===== config.mk =====
export PLATFORM = sky130hd
export DESIGN_NAME = pixel_pack_writer_flat
export DESIGN_NICKNAME = d
export VERILOG_FILES = /design/src/rtl/pixel_pack_writer_if.sv /design/src/rtl/pixel_pack_writer.sv /design/src/flat_wrapper.sv
export SDC_FILE = /design/constraint.sdc
export NUM_CORES = 1
export LEC_CHECK = 0
export ABC_AREA = 1
export CAP_MARGIN = 40
export CORE_MARGIN = 8
export CORE_UTILIZATION = 56
export CTS_BUF_LIST = sky130_fd_sc_hd__clkbuf_16
export DETAILED_ROUTE_END_ITERATION = 8
export GPL_TIMING_DRIVEN = 0
export PLACE_DENSITY = 0.8
export SYNTH_ARGS = -nofsm -noshare
export SYNTH_HDL_FRONTEND = slang
export SYNTH_SLANG_ARGS = --single-unit

===== constraint.sdc =====
create_clock -name clk -period 3.03 [get_ports clk]
set_clock_uncertainty 0.05 [all_clocks]
set_input_delay 0.606 -clock clk [delete_from_list [all_inputs] [get_ports clk]]
set_output_delay 0.606 -clock clk [all_outputs]
set_load 0.02 [all_outputs]

===== src/rtl/pixel_pack_writer_if.sv =====
// Pixel-in / frame-buffer-write bundle for pixel_pack_writer.
// The slave modport is the packer; the master side feeds pixels and watches the writes.
interface pixel_pack_writer_if #(
    parameter int WORD_W = 8,
    parameter int ADDR_W = 13
);
    logic              frame_start;
    logic              pix_de;
    logic [7:0]        pix_data;
    logic              we;
    logic [WORD_W-1:0] wData;
    logic [ADDR_W-1:0] wAddr;
    logic              frame_tick;
    logic              busy;
    logic              err_overrun;

    modport master (
        output frame_start, pix_de, pix_data,
        input  we, wData, wAddr, frame_tick, busy, err_overrun
    );

    modport slave (
        input  frame_start, pix_de, pix_data,
        output we, wData, wAddr, frame_tick, busy, err_overrun
    );
endinterface


===== src/rtl/pixel_pack_writer.sv =====
// Packs PIX_W-bit pixels into WORD_W-bit words, pads each line end with zeros,
// and writes the words to consecutive frame buffer addresses.
module pixel_pack_writer #(
    parameter int PIX_W      = 1,
    parameter int WORD_W     = 8,
    parameter int IMG_W      = 320,
    parameter int IMG_H      = 132,
    parameter bit MSB_FIRST  = 1'b0,
    parameter bit AUTO_REARM = 1'b1
) (
    input  logic                clk,
    input  logic                reset,
    pixel_pack_writer_if.slave  bus
);
    localparam int PPW    = WORD_W / PIX_W;
    localparam int WPL    = (IMG_W + PPW - 1) / PPW;
    localparam int DEPTH  = WPL * IMG_H;
    localparam int ADDR_W = $clog2(DEPTH);
    localparam int SLOT_W = (PPW > 1) ? $clog2(PPW) : 1;
    localparam int COL_W  = (IMG_W > 1) ? $clog2(IMG_W) : 1;
    localparam int ROW_W  = (IMG_H > 1) ? $clog2(IMG_H) : 1;

    typedef enum logic [1:0] {S_IDLE, S_PACK, S_DONE} state_t;

    state_t              r_state, w_state;
    logic [SLOT_W-1:0]   r_slot, w_slot;
    logic [COL_W-1:0]    r_col, w_col;
    logic [ROW_W-1:0]    r_row, w_row;
    logic [ADDR_W-1:0]   r_addr, w_addr;
    logic [WORD_W-1:0]   r_acc, w_acc;
    logic                r_we, w_we;
    logic [WORD_W-1:0]   r_wdata, w_wdata;
    logic [ADDR_W-1:0]   r_waddr, w_waddr;
    logic                r_tick, w_tick;
    logic                r_busy, w_busy;
    logic                r_err, w_err;
    logic [WORD_W-1:0]   w_word;
    logic                w_accept, w_commit, w_eol, w_last;
    int                  w_shift;
    logic                w_unused;

    // Only the low PIX_W bits of a pixel carry information.
    assign w_unused = ^bus.pix_data;

    always_comb begin
        w_state  = r_state;
        w_slot   = r_slot;
        w_col    = r_col;
        w_row    = r_row;
        w_addr   = r_addr;
        w_acc    = r_acc;
        w_we     = 1'b0;
        w_wdata  = r_wdata;
        w_waddr  = r_waddr;
        w_tick   = 1'b0;
        w_busy   = r_busy;
        w_err    = r_err;
        w_word   = '0;
        w_shift  = 0;
        w_accept = 1'b0;
        w_commit = 1'b0;
        w_eol    = 1'b0;
        w_last   = 1'b0;

        // frame_start is applied first so a pixel in the same cycle lands as pixel 0.
        if (bus.frame_start) begin
            w_state = S_IDLE;
            w_slot  = '0;
            w_col   = '0;
            w_row   = '0;
            w_addr  = '0;
            w_acc   = '0;
            w_err   = 1'b0;
            w_busy  = 1'b0;
        end

        w_accept = bus.pix_de && (w_state != S_DONE);
        if (bus.pix_de && (w_state == S_DONE)) begin
            w_err = 1'b1;
        end

        if (w_accept) begin
            w_shift  = MSB_FIRST ? ((PPW - 1) - int'(w_slot)) * PIX_W : int'(w_slot) * PIX_W;
            w_word   = w_acc | (WORD_W'(bus.pix_data[PIX_W-1:0]) << w_shift);
            w_eol    = (w_col == COL_W'(IMG_W - 1));
            w_last   = w_eol && (w_row == ROW_W'(IMG_H - 1));
            w_commit = (w_slot == SLOT_W'(PPW - 1)) || w_eol;
            w_state  = S_PACK;
            w_busy   = 1'b1;

            if (w_commit) begin
                w_we    = 1'b1;
                w_wdata = w_word;
                w_waddr = w_addr;
                w_tick  = w_last;
                w_slot  = '0;
                w_acc   = '0;
                w_addr  = w_last ? '0 : w_addr + ADDR_W'(1);
            end else begin
                w_slot  = w_slot + SLOT_W'(1);
                w_acc   = w_word;
            end

            if (w_eol) begin
                w_col = '0;
                w_row = w_last ? '0 : w_row + ROW_W'(1);
            end else begin
                w_col = w_col + COL_W'(1);
            end

            if (w_last) begin
                w_state = AUTO_REARM ? S_IDLE : S_DONE;
                w_busy  = 1'b0;
            end
        end
    end

    always_ff @(posedge clk) begin
        if (reset) begin
            r_state <= S_IDLE;
            r_slot  <= '0;
            r_col   <= '0;
            r_row   <= '0;
            r_addr  <= '0;
            r_acc   <= '0;
            r_we    <= 1'b0;
            r_wdata <= '0;
            r_waddr <= '0;
            r_tick  <= 1'b0;
            r_busy  <= 1'b0;
            r_err   <= 1'b0;
        end else begin
            r_state <= w_state;
            r_slot  <= w_slot;
            r_col   <= w_col;
            r_row   <= w_row;
            r_addr  <= w_addr;
            r_acc   <= w_acc;
            r_we    <= w_we;
            r_wdata <= w_wdata;
            r_waddr <= w_waddr;
            r_tick  <= w_tick;
            r_busy  <= w_busy;
            r_err   <= w_err;
        end
    end

    assign bus.we          = r_we;
    assign bus.wData       = r_wdata;
    assign bus.wAddr       = r_waddr;
    assign bus.frame_tick  = r_tick;
    assign bus.busy        = r_busy;
    assign bus.err_overrun = r_err;
endmodule

===== src/flat_wrapper.sv =====
// flat-port wrapper written by rule: the top's interface ports become plain ports
module pixel_pack_writer_flat 
#(
    parameter int PIX_W      = 1,
    parameter int WORD_W     = 8,
    parameter int IMG_W      = 320,
    parameter int IMG_H      = 132,
    parameter bit MSB_FIRST  = 1'b0,
    parameter bit AUTO_REARM = 1'b1
)
  (clk, reset, bus_frame_start, bus_pix_de, bus_pix_data, bus_we, bus_wData, bus_wAddr, bus_frame_tick, bus_busy, bus_err_overrun);
  pixel_pack_writer_if #(.WORD_W(WORD_W)) bus_i ();
  input  logic clk;
  input  logic reset;
  input wire logic [$bits(bus_i.frame_start)-1:0] bus_frame_start;
  input wire logic [$bits(bus_i.pix_de)-1:0] bus_pix_de;
  input wire logic [$bits(bus_i.pix_data)-1:0] bus_pix_data;
  output wire logic [$bits(bus_i.we)-1:0] bus_we;
  output wire logic [$bits(bus_i.wData)-1:0] bus_wData;
  output wire logic [$bits(bus_i.wAddr)-1:0] bus_wAddr;
  output wire logic [$bits(bus_i.frame_tick)-1:0] bus_frame_tick;
  output wire logic [$bits(bus_i.busy)-1:0] bus_busy;
  output wire logic [$bits(bus_i.err_overrun)-1:0] bus_err_overrun;
  assign bus_i.frame_start = bus_frame_start;
  assign bus_i.pix_de = bus_pix_de;
  assign bus_i.pix_data = bus_pix_data;
  assign bus_we = bus_i.we;
  assign bus_wData = bus_i.wData;
  assign bus_wAddr = bus_i.wAddr;
  assign bus_frame_tick = bus_i.frame_tick;
  assign bus_busy = bus_i.busy;
  assign bus_err_overrun = bus_i.err_overrun;
  pixel_pack_writer #(.PIX_W(PIX_W), .WORD_W(WORD_W), .IMG_W(IMG_W), .IMG_H(IMG_H), .MSB_FIRST(MSB_FIRST), .AUTO_REARM(AUTO_REARM)) u_core (.clk(clk), .reset(reset), .bus(bus_i));
endmodule

Word-level counts from Yosys, hierarchy flattened
Index checks and enable logic that the tools add are counted.
{"block": "word_totals", "register_bits": 68, "inputBits": 12, "elab_cells": 59}
{"block": "classes", "addsub": 4, "n_eq_ne": 5, "n_shift": 1, "mux": 25, "n_bitwise": 3, "reduce_logical": 9}
{"operator": "$mux W8", "n": 7}
{"operator": "$mux W13", "n": 4}
{"operator": "$mux W9", "n": 3}
{"operator": "$add A13 B1 Y13 const B", "n": 1}
{"operator": "$add A9 B1 Y9 const B", "n": 1}
{"operator": "$eq A9 B9 Y1 const B", "n": 1}
{"operator": "$mux W3", "n": 3}
{"operator": "$add A8 B1 Y8 const B", "n": 1}
{"operator": "$eq A8 B8 Y1 const B", "n": 1}
{"operator": "$or A8 B8 Y8", "n": 1}
{"operator": "$shl A1 B3 Y8", "n": 1}
{"operator": "$mux W1", "n": 6}
{"operator": "$mux W2", "n": 2}
{"operator": "$reduce_bool A2 Y1", "n": 2}
{"operator": "$add A3 B1 Y3 const B", "n": 1}
{"operator": "$eq A3 B3 Y1 const B", "n": 1}
{"operator": "$logic_and A1 B1 Y1", "n": 3}
{"operator": "$reduce_or A3 Y1", "n": 1}
{"operator": "$eq A2 B2 Y1 const B", "n": 1}
{"operator": "$ne A2 B2 Y1 const B", "n": 1}
{"operator": "$not A1 Y1", "n": 2}
{"operator": "$reduce_and A2 Y1", "n": 1}
{"operator": "$reduce_or A2 Y1", "n": 1}
{"operator": "$logic_or A1 B1 Y1", "n": 1}

Depth between registers and ports, before layout
{"block": "depth", "depth_word": 6, "depth_mapped": 17}

Worst setup path before layout
Ideal clock, no wire load.
{"block": "synth_timing", "path_kind": "input port to flip-flop", "start": "in bus_frame_start", "end": "reg u_core.r_addr[9]", "setup_time_ns": 0.114, "t_arrival_ns": 2.216, "required_time_ns": 2.866, "path_slack_ns": 0.650, "cell_stages": 17, "path_buffers": 4, "cell_sequence": "buf_6 > inv_8 > buf_6 > buf_4 > nand2_2 > inv_1 > ha_1 > ha_1 > inv_1 > nand2_4 > nand2_4 > clkinv_2 > buf_6 > nand2_1 > nand2_1 > nand2_1 > nor2_1"}
{"block": "synth_between", "elab_chain_cells": 6, "word_cells_on_any_way": 16, "cone_classes": "add/sub: 1; eq/ne: 4; mux: 8; reduce/logical: 3"}
{"item": "start: declaration", "line": "flat_wrapper.sv:15", "rtl": "input wire logic [$bits(bus_i.frame_start)-1:0] bus_frame_start;"}
{"item": "parallel branches: the longest is 5 deep, another holds $add A13 B1 Y13"}
{"item": "$mux W13 *", "line": "pixel_pack_writer.sv:82", "rtl": "if (w_accept) begin"}
{"item": "end signal: assignment", "line": "pixel_pack_writer.sv:137", "rtl": "r_addr <= w_addr;"}
{"item": "end: declaration", "line": "pixel_pack_writer.sv:29", "rtl": "logic [ADDR_W-1:0] r_addr, w_addr;"}
Mark *: on every way between the ends.
A chain may end at the register's enable or synchronous reset.

Worst setup path after layout
{"block": "layout_timing", "start": "in bus_frame_start", "end": "reg u_core.r_addr[0]"}
The elaborated chain is that of the path after synthesis.

==> flow_metrics.env <==
export IMPL_end_kind="flop"
export IMPL_cp_depth=16
export IMPL_setup_ws_ps=654
export IMPL_synth_top_family_by_area="simple AND/OR/NAND/NOR gates"
export IMPL_cp_arrival_ps=2580
export IMPL_crit_path_top_delay_cell="ha_1"
export IMPL_fmax_mhz=421
export IMPL_grt_pass1_vias=2896
export IMPL_relSlewSlack=0.617
export IMPL_drt_iter0_markers=223
export IMPL_h_tree_depth=3
export IMPL_ff2ff_path_depth=14
export IMPL_synthFlopType="dfxtp_1"
export IMPL_wl_met1_um=3420
export IMPL_slew_viol_final=0
export IMPL_dr_wl_met3_um=400
export IMPL_cp_start_kind="primary input"
export IMPL_hp_class="flop to flop"
export IMPL_area_growth_pct=21.7
export IMPL_critPathTopFamily="buffers and inverters"
export IMPL_wl_met2_um=3700
export IMPL_drive_gt1_frac=0.113
export IMPL_ioPinCount=37
export IMPL_cts_tree="built"
export IMPL_crit_required_ps=3240
export IMPL_routed_wl_um=7790
export IMPL_rsz0062_at_grt="false"
export IMPL_grt_usage=0.191
export IMPL_vias=3019
export IMPL_setup_tns_ps=0
export IMPL_drc_errors=0
export IMPL_antenna_left=0
export IMPL_slowest_delay_ps=200
export IMPL_dpl_hpwl_um=5420
export IMPL_powerDensity_nw_per_um2=548
export IMPL_instances_no_fill=557
export IMPL_dr_pass1_iters=5
export IMPL_yosys_area_share_simple=0.323
export IMPL_ctsHoldBuffers=0
export IMPL_antenna_found_initial=0
export IMPL_cp_max_fo=10
export IMPL_finalHoldViolCount=0
export IMPL_final_period_utilization=0.784
export IMPL_synthXorXnorAreaFrac=0.0109
export IMPL_seq_area_frac_synth=0.423
export IMPL_die_area_um2=8430
export IMPL_peakVddDrop_mv=0.357
export IMPL_grt_ovfl_total=0
export IMPL_cts_resized=0
export IMPL_post_synth_num_cell_types=37
export IMPL_clock_latency_ps=320
export IMPL_cts_buffers=9
export IMPL_clk_pin_slew_worst_paths_ps=50
export IMPL_mostFrequentLayoutCell="nand2_1"
export IMPL_fp_dieH_um=91.8
export IMPL_top_layer="met4"
export IMPL_post_cts_setup_buffers=0
export IMPL_worstPathBufferInverterCount=8
export IMPL_grt_max_degree=12
export IMPL_path_cells="buf_6 > inv_8 > buf_6 > buf_4 > nand2_2 > inv_1 > ha_1 > ha_1 > inv_1 > nand2_4 > nand2_4 > clkinv_2 > buf_6 > nand2_1 > nand2_1 > a21oi_1"
export IMPL_core_area_um2=5540
export IMPL_worst_pin_slew_ps=575
export IMPL_row_count=27
export IMPL_numClockSinks=68
export IMPL_status="completed"
export IMPL_synthArstFlopShare=0
export IMPL_fin_nets=498
export IMPL_path_class="primary input to flop"
export IMPL_power_leakage_nw=1.50
export IMPL_synth_area_um2=3220
export IMPL_io_buffers=28
export IMPL_synth_mux_area_frac=0
export IMPL_rr_endpoint="u_core.r_addr[9]"
export IMPL_synth_edf_count=0
export IMPL_avgSynthCellArea_um2=7.29
export IMPL_place_inst=542
export IMPL_final_setup_viol_count=0
export IMPL_fin_crit_ps=2380
export IMPL_rrSetupSlack_ps=990
export IMPL_synth_seq_cells=68
export IMPL_synthCells=442
export IMPL_cap_violations=0
export IMPL_pre_cts_ws_ps=353
export IMPL_cts_path_max_buffers=2
export IMPL_synthAdderAreaFrac=0.0194
export IMPL_start_util=0.581
export IMPL_cpMostUsedCell="buf_6"
export IMPL_root_buffer="clkbuf_16"
export IMPL_via_per_inst=5.42
export IMPL_grt_pass1_wl_um=13200
export IMPL_yosys_warnings=0
export IMPL_worstReg2RegStart="u_core.r_col[0]"
export IMPL_final_cell_mix="84 x nand2_1, 69 x nor2_1, 68 x dfxtp_1"
export IMPL_place_gp_congestion=0.884
export IMPL_diodes=0
export IMPL_syn_nets=459
export IMPL_crit_start="bus_frame_start"
export IMPL_synth_compound_area_frac=0.122
export IMPL_cp_endpoint="u_core.r_addr[0]"
export IMPL_routedWlPerCell_um=14.0
export IMPL_die_w_um=91.8
-- layout make-up --
| class | count | area (µm²) |
|---|---|---|
| multi-input cells | 303 | 1530 |
| repair buffers | 28 | 280 |
| well taps | 72 | 90.1 |
| flip-flops and latches | 68 | 1360 |
| plain buffers | 18 | 118 |
| inverters | 53 | 210 |
| clock inverters | 6 | 104 |
| clock buffers | 9 | 225 |
| fillers | 453 | 1620 |
-- per-layer routing --
metal	vias to the layer above	global-route usage
met5	-	0
met4	0	0.114
met3	29	0.0399
met2	104	0.320
met1	1370	0.220
li1	1516	-
-- report_power, final --
group | leakage, nW | internal (mW) | total (mW) | switching [mW]
combinational | 0.793 | 0.0260 | 0.0890 | 0.0630
clock | 0.163 | 0.792 | 1.15 | 0.363
sequential | 0.549 | 0.901 | 0.905 | 0.00331
-- cells in the mapped netlist, types with 4 or more instances --
cell type	n	area, µm²
a21oi_1	25	125
a22oi_1	5	37.5
buf_2	7	35.0
buf_6	5	56.3
clkbuf_1	5	18.8
dfxtp_1	68	1360
ha_1	5	62.6
inv_1	47	176
nand2_1	84	315
nand2_2	4	25.0
nand3_1	36	180
nand4_1	8	50.1
nor2_1	69	259
nor3_1	13	65.1
o21ai_0	20	100
o21ai_2	8	70.1
xor2_1	4	35.0
-- registers in the layout, summed over array words and instances (netlist names) --
name                    count
u_core.r_row                8
u_core.r_acc                8
u_core.bus.wAddr           13
u_core.r_addr              13
u_core.bus.frame_tick       1
u_core.bus.wData            8
u_core.r_slot               3
u_core.bus.err_overrun      1
u_core.r_col                9
u_core.bus.we               1
u_core.r_state              2
u_core.bus.busy             1
-- per-stage QoR --
stage / utilization / cell area [µm²] / total power [mW] / hold WS, ps
finish: 0.708 / 3920 / 2.15 / 415
global placement: 0.648 / 3590 / 1.01 / 404
detailed placement: 0.648 / 3590 / 1.01 / 405
floorplan: - / 3220 / 0.982 / 412
CTS: 0.708 / 3920 / 2.16 / 414
global route: 0.708 / 3920 / 2.21 / 427
-- cell families after synthesis --
group / Yosys count
simple gates: 228
compound gates: 66
flops: 68
xor+xnor: 4
fa+ha+maj: 5
buf+inv: 71
-- worst min path at each step --
stage                                    from                   to  slack [ps]  cells past startpoint
final                     u_core.bus.wAddr[7]  u_core.bus.wAddr[7]         410                      2
after global routing      u_core.bus.wAddr[7]  u_core.bus.wAddr[7]         430                      2
after CTS                 u_core.bus.wAddr[7]  u_core.bus.wAddr[7]         410                      2
after detailed placement  u_core.bus.wAddr[7]  u_core.bus.wAddr[7]         410                      2
after global placement    u_core.bus.wAddr[6]  u_core.bus.wAddr[6]         400                      2
after floorplan             u_core.r_state[0]    u_core.r_state[0]         410                      2
-- tightest hold or removal path, stage by stage (launching register included) --
cell	delay, ps
dfxtp_1	310
nand2_1	60
a21oi_1	50
Power figures use the tool's default switching activity.
==> RTL change, RTL diff (same flow settings) <==
Encoding of `state_t`: now one-hot (3 bits for 3 states).
--- a/src/rtl/pixel_pack_writer.sv
+++ b/src/rtl/pixel_pack_writer.sv
@@ -20,7 +20,7 @@
     localparam int COL_W  = (IMG_W > 1) ? $clog2(IMG_W) : 1;
     localparam int ROW_W  = (IMG_H > 1) ? $clog2(IMG_H) : 1;
 
-    typedef enum logic [1:0] {S_IDLE, S_PACK, S_DONE} state_t;
+    typedef enum logic [2:0] {S_IDLE = 3'b001, S_PACK = 3'b010, S_DONE = 3'b100} state_t;
 
     state_t              r_state, w_state;
     logic [SLOT_W-1:0]   r_slot, w_slot;
Behaviour: same outputs for any inputs over 10 cycles, from zero or initial values and one cycle with reset high; not proved beyond that.
==> RTL change against the original RTL <==
  * Area after synthesis rose by 3.9%
  * First-iteration DRC count up 0.45%
  * Global-route usage up 1.0 points
  * Sequential cell count is 1 higher
  * Total power grew 2.8%
  * Via count grew 8.9%
  * Wire length grew 7.1%
  * Largest cell class unchanged
  * Cell area up 4.1%
  * Setup slack worse by 140 ps
  * Clock power grew 5%
  * Count of clock-buffer cells in the layout is the same
  * Combinational power shrank 5.6%
  * Fmax is 5.6% lower
==> RTL change: results (changes against the original RTL) <==
- Status: complete, no violations (unchanged)
- DR pass1 iterations: 5 (unchanged)
- Worst-Skew Late Latency: 340 ps (was 320 ps)
- Post-DP Area: 3730 um2 (was 3590 um2)
- R2R depth: 12 (was 14)
- Leakage: 0.00175 uW (was 0.00150 uW)
- Slowest cell on crit path: dlymetal6s2s_1 (was ha_1)
- Post-synth top flop: dfxtp_1 (unchanged)
- Tightest Pin Transition: 566 ps (was 575 ps)
- DP Cell Count: 583 (was 542)
- Hold depth: 2 (unchanged)
- First-pass GRT wire length: 14000 um (was 13200 um)
- GP Congestion: 0.880 (was 0.884)
- Mapped Cells: 479 (was 442)
- Initial DRC Count: 224 (was 223)
- Num CTS Buffers: 9 (unchanged)
- Non-Filler Instances: 598 (was 557)
- Post-synth ARST share: 0% (unchanged)
- CTS root buffer: clkbuf_16 (unchanged)
- HPWL after DPL: 5880 um (was 5420 um)
- Fillers: 449 (was 453)
- Initial antenna violation count: 0 (unchanged)
- Largest net degree at the start of global routing: 20 (was 12)
- Post-synthesis cell type count: 36 (was 37)
- Clock Path Buffers: 2 (unchanged)
- Postcts setup bufs: 0 (unchanged)
- CTS clk-pin slew, worst paths: 60 ps
- I/O Buffers: 29 (was 28)
- Hold crit path type: reg -> reg (unchanged)
- Syn_nets: 496 (was 459)
- Post-synth top cells: nand2_1, dfxtp_1, nand3_1 (was nand2_1, nor2_1, dfxtp_1)
- Gr usage total: 20.1% (was 19.1%)
- Clock H-tree levels: 3 (unchanged)
- Worst IR drop on VDD: 0.334 mV (was 0.357 mV)
- Layout cells sized above 1: 10.3% (was 11.3%)
- Number of inserted diodes: 0 (unchanged)
- WL/cell: 13.9 um (was 14.0 um)
- Worst-path maximum fanout: 19 (was 10)
- Crit path largest cell delay: 260 ps (was 200 ps)
- Synthesis Warnings: 0 (unchanged)
- Drt via density: 5.50 (was 5.42)
- Vias in the first global route: 3039 (was 2896)
- Seq/Total Area, Yosys: 41.3% (was 42.3%)
- Nets@finish: 535 (was 498)
- Synth top area cells: dfxtp_1, nand2_1, nand3_1 (was dfxtp_1, nand2_1, nor2_1)
- Crit path arrival time: 2680 ps (was 2580 ps)
[RTL change: cell types whose count changed after synthesis, sizes merged, moves of 3 or more]
cell,before,now
a21oi,26,22
inv,51,65
nand2,91,115
nand3,37,65
nand4,8,5
nor2,75,57
nor3,13,9
o21ai,29,34
[RTL change: final timing paths]
check | slack [ps] | to | startpoint
worst max-delay path | 510 | u_core.bus.wData[4] | bus_frame_start
worst min-delay path | 390 | u_core.bus.busy | u_core.bus.busy
worst max register to register | 990 | u_core.bus.wData[4] | u_core.r_col[0]
worst min register to register | 390 | u_core.bus.busy | u_core.bus.busy
[RTL change: repair_timing]
item / in CTS / in global routing
resized for setup: 0 / 5
hold buffers: 0 / 0
gates cloned: 0 / 0
setup endpoints to repair: 22 / 33
[RTL change: kinds of logic after synthesis]
kind of cell               Yosys count  share of synthesized area (%)
adders and majority gates            5                           1.87
and+or+nand+nor                    253                           33.9
xor gates and xnor gates             3                          0.785
AOI/OAI and AO/OA                   66                           12.0
buffers and inverters               83                           10.1
DFF                                 69                           41.3
[RTL change: per-stage QoR]
step	util (%)	setup WS [ps]	power, uW	hold slack (ps)
2_1_floorplan	-	697	986	370
3_3_place_gp	63.8	-518	1020	386
3_5_place_dp	63.8	-504	1020	386
4_1_cts	69.5	75.7	2210	399
5_1_grt	69.8	356	2270	436
6_report	69.8	512	2210	392
[RTL change: cell type report]
type | instances | area, um2 | share of cell area, %
Tap cell | 75 | 93.8 | 2.30
Clock buffer | 9 | 225 | 5.52
Sequential cell | 69 | 1380 | 33.8
Multi-Input combinational cell | 327 | 1630 | 40.0
Timing Repair Buffer | 29 | 293 | 7.17
Buffer | 16 | 90.1 | 2.21
Inverter | 66 | 250 | 6.13
Clock inverter | 7 | 115 | 2.82
[RTL change: where the power goes]
part	switching (uW)	internal [uW]	total, uW	leakage (uW)
combinational	61.1	22.9	84.0	0.00102
sequential	2.52	914	916	0.000557
clock	409	800	1210	0.000167
total	472	1740	2210	0.00175
[RTL change: worst max-delay path: cells and delay by family]
| kind | cells | cell delay [ps] |
|---|---|---|
| buffers and inverters | 8 | 1240 |
| AOI/OAI and AO/OA | 1 | 70 |
| and+or+nand+nor | 4 | 400 |
| adders and majority gates | 2 | 350 |
[RTL change: metal layers]
layer  track usage (%)  vias up  share of wire, %
met4              11.8        0               2.3
met1              24.0     1517                43
met3              3.29       18               7.0
met5                 0        -                 0
met2              33.3      127                48
li1                  -     1625                 -
